==> src/rtl/cpuc_ram_arbiter.sv <==
// Two-requester arbiter (0 = fetch, 1 = data) for a single-port RAM with a bounded ownership lock.
// Define CPUC_RAM_ARB_RR_EN for round-robin in IDLE; otherwise requester 1 has fixed priority.
module cpuc_ram_arbiter #(
  parameter int ADDR_WIDTH = 32,
  parameter int DATA_WIDTH = 32,
  parameter int LOCK_MAX   = 8
) (
  input  logic                  clk,
  input  logic                  rst,
  input  logic [1:0]            req_valid,
  input  logic [1:0]            req_wren,
  input  logic [1:0]            req_lock,
  input  logic [ADDR_WIDTH-1:0] req_addr0,
  input  logic [ADDR_WIDTH-1:0] req_addr1,
  input  logic [DATA_WIDTH-1:0] req_wdata0,
  input  logic [DATA_WIDTH-1:0] req_wdata1,
  output logic [1:0]            req_ready,
  output logic [1:0]            rsp_valid,
  output logic [DATA_WIDTH-1:0] rsp_rdata,
  output logic [ADDR_WIDTH-1:0] ram_address,
  output logic                  ram_wren,
  output logic [DATA_WIDTH-1:0] ram_data,
  input  logic [DATA_WIDTH-1:0] ram_q,
  output logic [1:0]            dbg_state,
  output logic [7:0]            dbg_lock_cnt
);

  // Handshake: requester i accesses the RAM in the cycle where req_valid[i] & req_ready[i];
  // its request fields must stay stable while valid & !ready, and rsp_valid[i] follows one cycle later.

  typedef enum logic [1:0] {IDLE = 2'd0, OWN0 = 2'd1, OWN1 = 2'd2} state_t;

  localparam logic [8:0] LOCK_LIMIT = 9'(LOCK_MAX);

  state_t                state_q, state_d;
  logic                  last_grant_q, last_grant_d;
  logic                  force_q, force_d;
  logic [7:0]            cnt_q, cnt_d;
  logic [ADDR_WIDTH-1:0] addr_q;
  logic                  gnt_any, gnt_idx;
  logic [ADDR_WIDTH-1:0] sel_addr;
  logic [DATA_WIDTH-1:0] sel_wdata;
  logic [8:0]            cnt_inc;

  assign cnt_inc = {1'b0, cnt_q} + 9'd1;

  always_comb begin
    state_d      = state_q;
    last_grant_d = last_grant_q;
    force_d      = 1'b0;
    cnt_d        = cnt_q;
    gnt_any      = 1'b0;
    gnt_idx      = 1'b0;
    if (!rst) begin
      case (state_q)
        IDLE: begin
          if (req_valid == 2'b11) begin
            gnt_any = 1'b1;
            // After a forced release the other requester wins regardless of policy.
            if (force_q) gnt_idx = ~last_grant_q;
            else begin
`ifdef CPUC_RAM_ARB_RR_EN
              gnt_idx = ~last_grant_q;
`else
              gnt_idx = 1'b1;
`endif
            end
          end else if (req_valid != 2'b00) begin
            gnt_any = 1'b1;
            gnt_idx = req_valid[1];
          end
        end
        OWN0: begin
          if (req_valid[0]) gnt_any = 1'b1;
          else begin
            state_d = IDLE;
            cnt_d   = 8'd0;
          end
        end
        OWN1: begin
          gnt_idx = 1'b1;
          if (req_valid[1]) gnt_any = 1'b1;
          else begin
            state_d = IDLE;
            cnt_d   = 8'd0;
          end
        end
        default: begin
          state_d = IDLE;
          cnt_d   = 8'd0;
        end
      endcase

      if (gnt_any) begin
        last_grant_d = gnt_idx;
        if (req_lock[gnt_idx] && (cnt_inc < LOCK_LIMIT)) begin
          state_d = gnt_idx ? OWN1 : OWN0;
          cnt_d   = cnt_inc[7:0];
        end else begin
          state_d = IDLE;
          cnt_d   = 8'd0;
          force_d = req_lock[gnt_idx];
        end
      end
    end
  end

  assign req_ready    = gnt_any ? (gnt_idx ? 2'b10 : 2'b01) : 2'b00;
  assign sel_addr     = gnt_idx ? req_addr1 : req_addr0;
  assign sel_wdata    = gnt_idx ? req_wdata1 : req_wdata0;
  assign ram_address  = gnt_any ? sel_addr : addr_q;
  assign ram_data     = gnt_any ? sel_wdata : '0;
  assign ram_wren     = gnt_any & req_wren[gnt_idx];
  assign dbg_state    = state_q;
  assign dbg_lock_cnt = cnt_q;

  always_ff @(posedge clk) begin
    if (rst) begin
      state_q      <= IDLE;
      last_grant_q <= 1'b1;
      force_q      <= 1'b0;
      cnt_q        <= 8'd0;
      addr_q       <= '0;
      rsp_valid    <= 2'b00;
      rsp_rdata    <= '0;
    end else begin
      state_q      <= state_d;
      last_grant_q <= last_grant_d;
      force_q      <= force_d;
      cnt_q        <= cnt_d;
      rsp_valid    <= req_ready;
      if (gnt_any) begin
        addr_q    <= sel_addr;
        rsp_rdata <= req_wren[gnt_idx] ? '0 : ram_q;
      end
    end
  end

endmodule

==> config.mk <==
export PLATFORM = sky130hd
export DESIGN_NAME = cpuc_ram_arbiter
export DESIGN_NICKNAME = d
export VERILOG_FILES = /design/src/rtl/cpuc_ram_arbiter.sv
export SDC_FILE = /design/constraint.sdc
export NUM_CORES = 1
export LEC_CHECK = 0
export ABC_CLOCK_PERIOD_IN_PS = 2000
export CELL_PAD_IN_SITES_DETAIL_PLACEMENT = 0
export CELL_PAD_IN_SITES_GLOBAL_PLACEMENT = 1
export CORE_MARGIN = 4
export CORE_UTILIZATION = 24
export DETAILED_ROUTE_END_ITERATION = 7
export PLACE_DENSITY = 0.8
export SYNTH_ARGS = -nofsm -noshare
export SYNTH_HDL_FRONTEND = slang
export SYNTH_SLANG_ARGS = --single-unit
==> constraint.sdc <==
create_clock -name clk -period 2 [get_ports clk]
set_input_delay 0.2 -clock clk [delete_from_list [all_inputs] [get_ports clk]]
set_output_delay 0.2 -clock clk [all_outputs]
set_load 0.05 [all_outputs]
==> impl_metrics.csv <==
group,metric,value,unit
logic_synthesis,synth_warnings,0,
final_layout,nFillCells,1295,
pwr,powerDensity,618,nW/um^2
global_routing,gr-total-overflow,0,
logic_synthesis,synth.area.top_cells,"dfxtp_1, nand2_1, a22oi_2",
timing,finalSetupViolCount,65,
timing,fmax,0.450,GHz
clock_tree,clock-sinks,78,
routing,postRouteAntennaNets,0,
worst_hold_path,whs_path_depth,6,
clock_tree,cts_tree,"built",
final_layout,synthToLayoutAreaGrowth,147,%
floorplan,die_x,138,um
routing,routedWlPerCell,17.4,um
final_layout,layout_commonest_cell,"clkdlybuf4s50_1",
global_routing,grt_pass1_wl,26.5,mm
floorplan,die-area,19100,um^2
global_routing,antenna_found_initial,0,
pwr,leakagePower,0.00373,uW
clock_tree,cts-root-buf,"clkbuf_16",
timing,rsz0062_at_grt,"yes",
global_routing,grt_pass1_vias,4990,
worst_setup_path,crit_slowest_cell,"dfxtp_4",
timing,period_minus_slack,2220,ps
routing,drtPass1Iterations,4,
place,place_inst,1021,
final_layout,utilization,0.606,
worst_setup_path,end_kind,"output port",
worst_setup_path,critPathMaxFanout,13,
routing,drt_iter0_drc,132,
worst_setup_path,worstRegToRegCells,8,
job,maxCapViolations,0,
floorplan,fp.coreArea,16600,um^2
global_routing,track_usage,0.169,
worst_setup_path,regToRegSetupSlack,10,ps
clock_tree,path_clk_slew,60,ps
logic_synthesis,synth_top_area_cell,"dfxtp_1",
global_routing,grt_max_degree,67,
timing,fin_crit_sh,1.11,
worst_setup_path,worstSetupPathType,"reg -> out",
clock_tree,h-tree-depth,3,
clock_tree,postCtsHoldBufs,0,
outcome,violations,"setup timing",
outcome,outcome,"finished, violations left",
logic_synthesis,ys_seq_elements,78,
routing,routed_wl,18.4,mm
timing,hold_violations,0,
timing,tightest_slew,909,ps
logic_synthesis,yosysTopAreaCellShare,0.383,
clock_tree,cts_buffers,9,
worst_hold_path,hold_path.class,"in -> reg",
clock_tree,cts_buffer_depth,2,
logic_synthesis,ys_async_sr_fraction,0,
final_layout,final_cell_area,10000,um^2
logic_synthesis,synth-main-ff-cell,"dfxtp_1",
routing,via_per_inst,4.68,
routing,vias,4941,
routing,drc,0,
floorplan,ios,279,
logic_synthesis,synth_cell_types,39,
logic_synthesis,avgSynthCellArea,8.28,um^2
logic_synthesis,syn-cell-area,4080,um^2
final_layout,layout.cells.non_filler,1056,
pwr,ir_drop,417,uV
final_layout,multi_input_area,3440,um^2
floorplan,initial_core_util,0.246,
clock_tree,clkLatencyLatePin,330,ps
floorplan,dieHeight,138,um
worst_setup_path,cp_data_required_time,1800,ps
logic_synthesis,syn_inst,492,
worst_setup_path,cp.arrival,2020,ps
logic_synthesis,syn-num-nets,661,
place,dpl.hpwl,13.0,mm
timing,fin_worst_skew,7.47,ps
timing,final_max_slew_viol_count,0,
worst_setup_path,crit_chain,"and4b_1 > or2_4 > clkbuf_16 > mux2i_2 > o21ai_4 > buf_12",
place,place_area,9020,um^2
place,place_congestion,0.832,
final_layout,final_cell_mix,"clkdlybuf4s50_1, buf_12, dfxtp_1",
timing,maxSlewHeadroom,0.394,
final_layout,drive_gt1_frac,0.446,
pwr,power.total,6210,uW
final_layout,fin_nets,1000,
final_layout,antenna_cells,0,
timing,finalWorstSetupSlack,-220,ps
final_layout,seqCellArea,1570,um^2
logic_synthesis,synth_edf_count,0,
logic_synthesis,yosysSeqAreaShare,0.383,
place,io_buffers,278,
worst_setup_path,slowest_delay,360,ps
floorplan,row_count,47,
worst_setup_path,crit_path_start_kind,"flip-flop",
[area by class of cell]
type	count	area share
clock buffers	9	0.0224
multi-input cells	373	0.342
flip-flops and latches	78	0.156
repair buffers	369	0.446
clock inverters	7	0.00573
well taps	220	0.0274
[flip-flops by register name, summed over array words and instances, names as in the netlist]
register,flops
rsp_valid,2
rsp_rdata,32
dbg_lock_cnt,8
addr_q,32
last_grant_q,1
force_q,1
dbg_state,2
[worst max-delay path: cells and delay by family, from the launching register on]
kind                   cells  cell delay (ps)
and+or+nand+nor            2              480
muxes                      1              350
buffers and inverters      2              390
DFF                        1              360
AOI/OAI and AO/OA          1               90
[per-layer routing]
layer	track usage	wire length [um]
met1	0.191	7340
met2	0.300	9490
met3	0.0497	1140
met4	0.0624	439
met5	0	0
[per-stage QoR]
step	setup TNS, ps	setup slack [ps]	hold WS (ps)
detailed placement	-14260	-172	457
floorplan	0	21.9	334
finish	-8660	-220	456
CTS	-10560	-223	388
global route	-15040	-306	463
global placement	-13890	-177	454
[power by group]
part	internal, uW	switching, uW
clock	855	702
sequential	1650	55.2
combinational	1460	1480
[cells by family after synthesis]
family | synth area share
DFF | 0.383
xor gates and xnor gates | 0.00215
adders and majority gates | 0.00307
muxes | 0.0811
AOI/OAI and AO/OA | 0.264
buffers and inverters | 0.0510
and+or+nand+nor | 0.216
[path summary, 6_finish.rpt]
check               start              end
min                   rst  dbg_lock_cnt[0]
max reg2reg  dbg_state[0]    rsp_rdata[22]
max          dbg_state[1]  ram_address[24]
min reg2reg  last_grant_q     last_grant_q
[cells in the mapped netlist, drive strengths merged (3+ instances only)]
library cell	n
a211oi	33
a22oi	32
a21oi	33
nand2	101
and3	3
and2	5
clkbuf	22
nor2	74
o21ai	32
nor2b	4
mux2i	33
buf	20
dfxtp	78
[timing repair]
action | CTS | global route
pin swaps | 0 | 29
resized for setup | 18 | 87
buffers inserted | 2 | 17
endpoints found under the hold margin | 0 | 0
setup endpoints to repair | 67 | 68
gates cloned | 2 | 8
(Power assumes the default switching activity.)
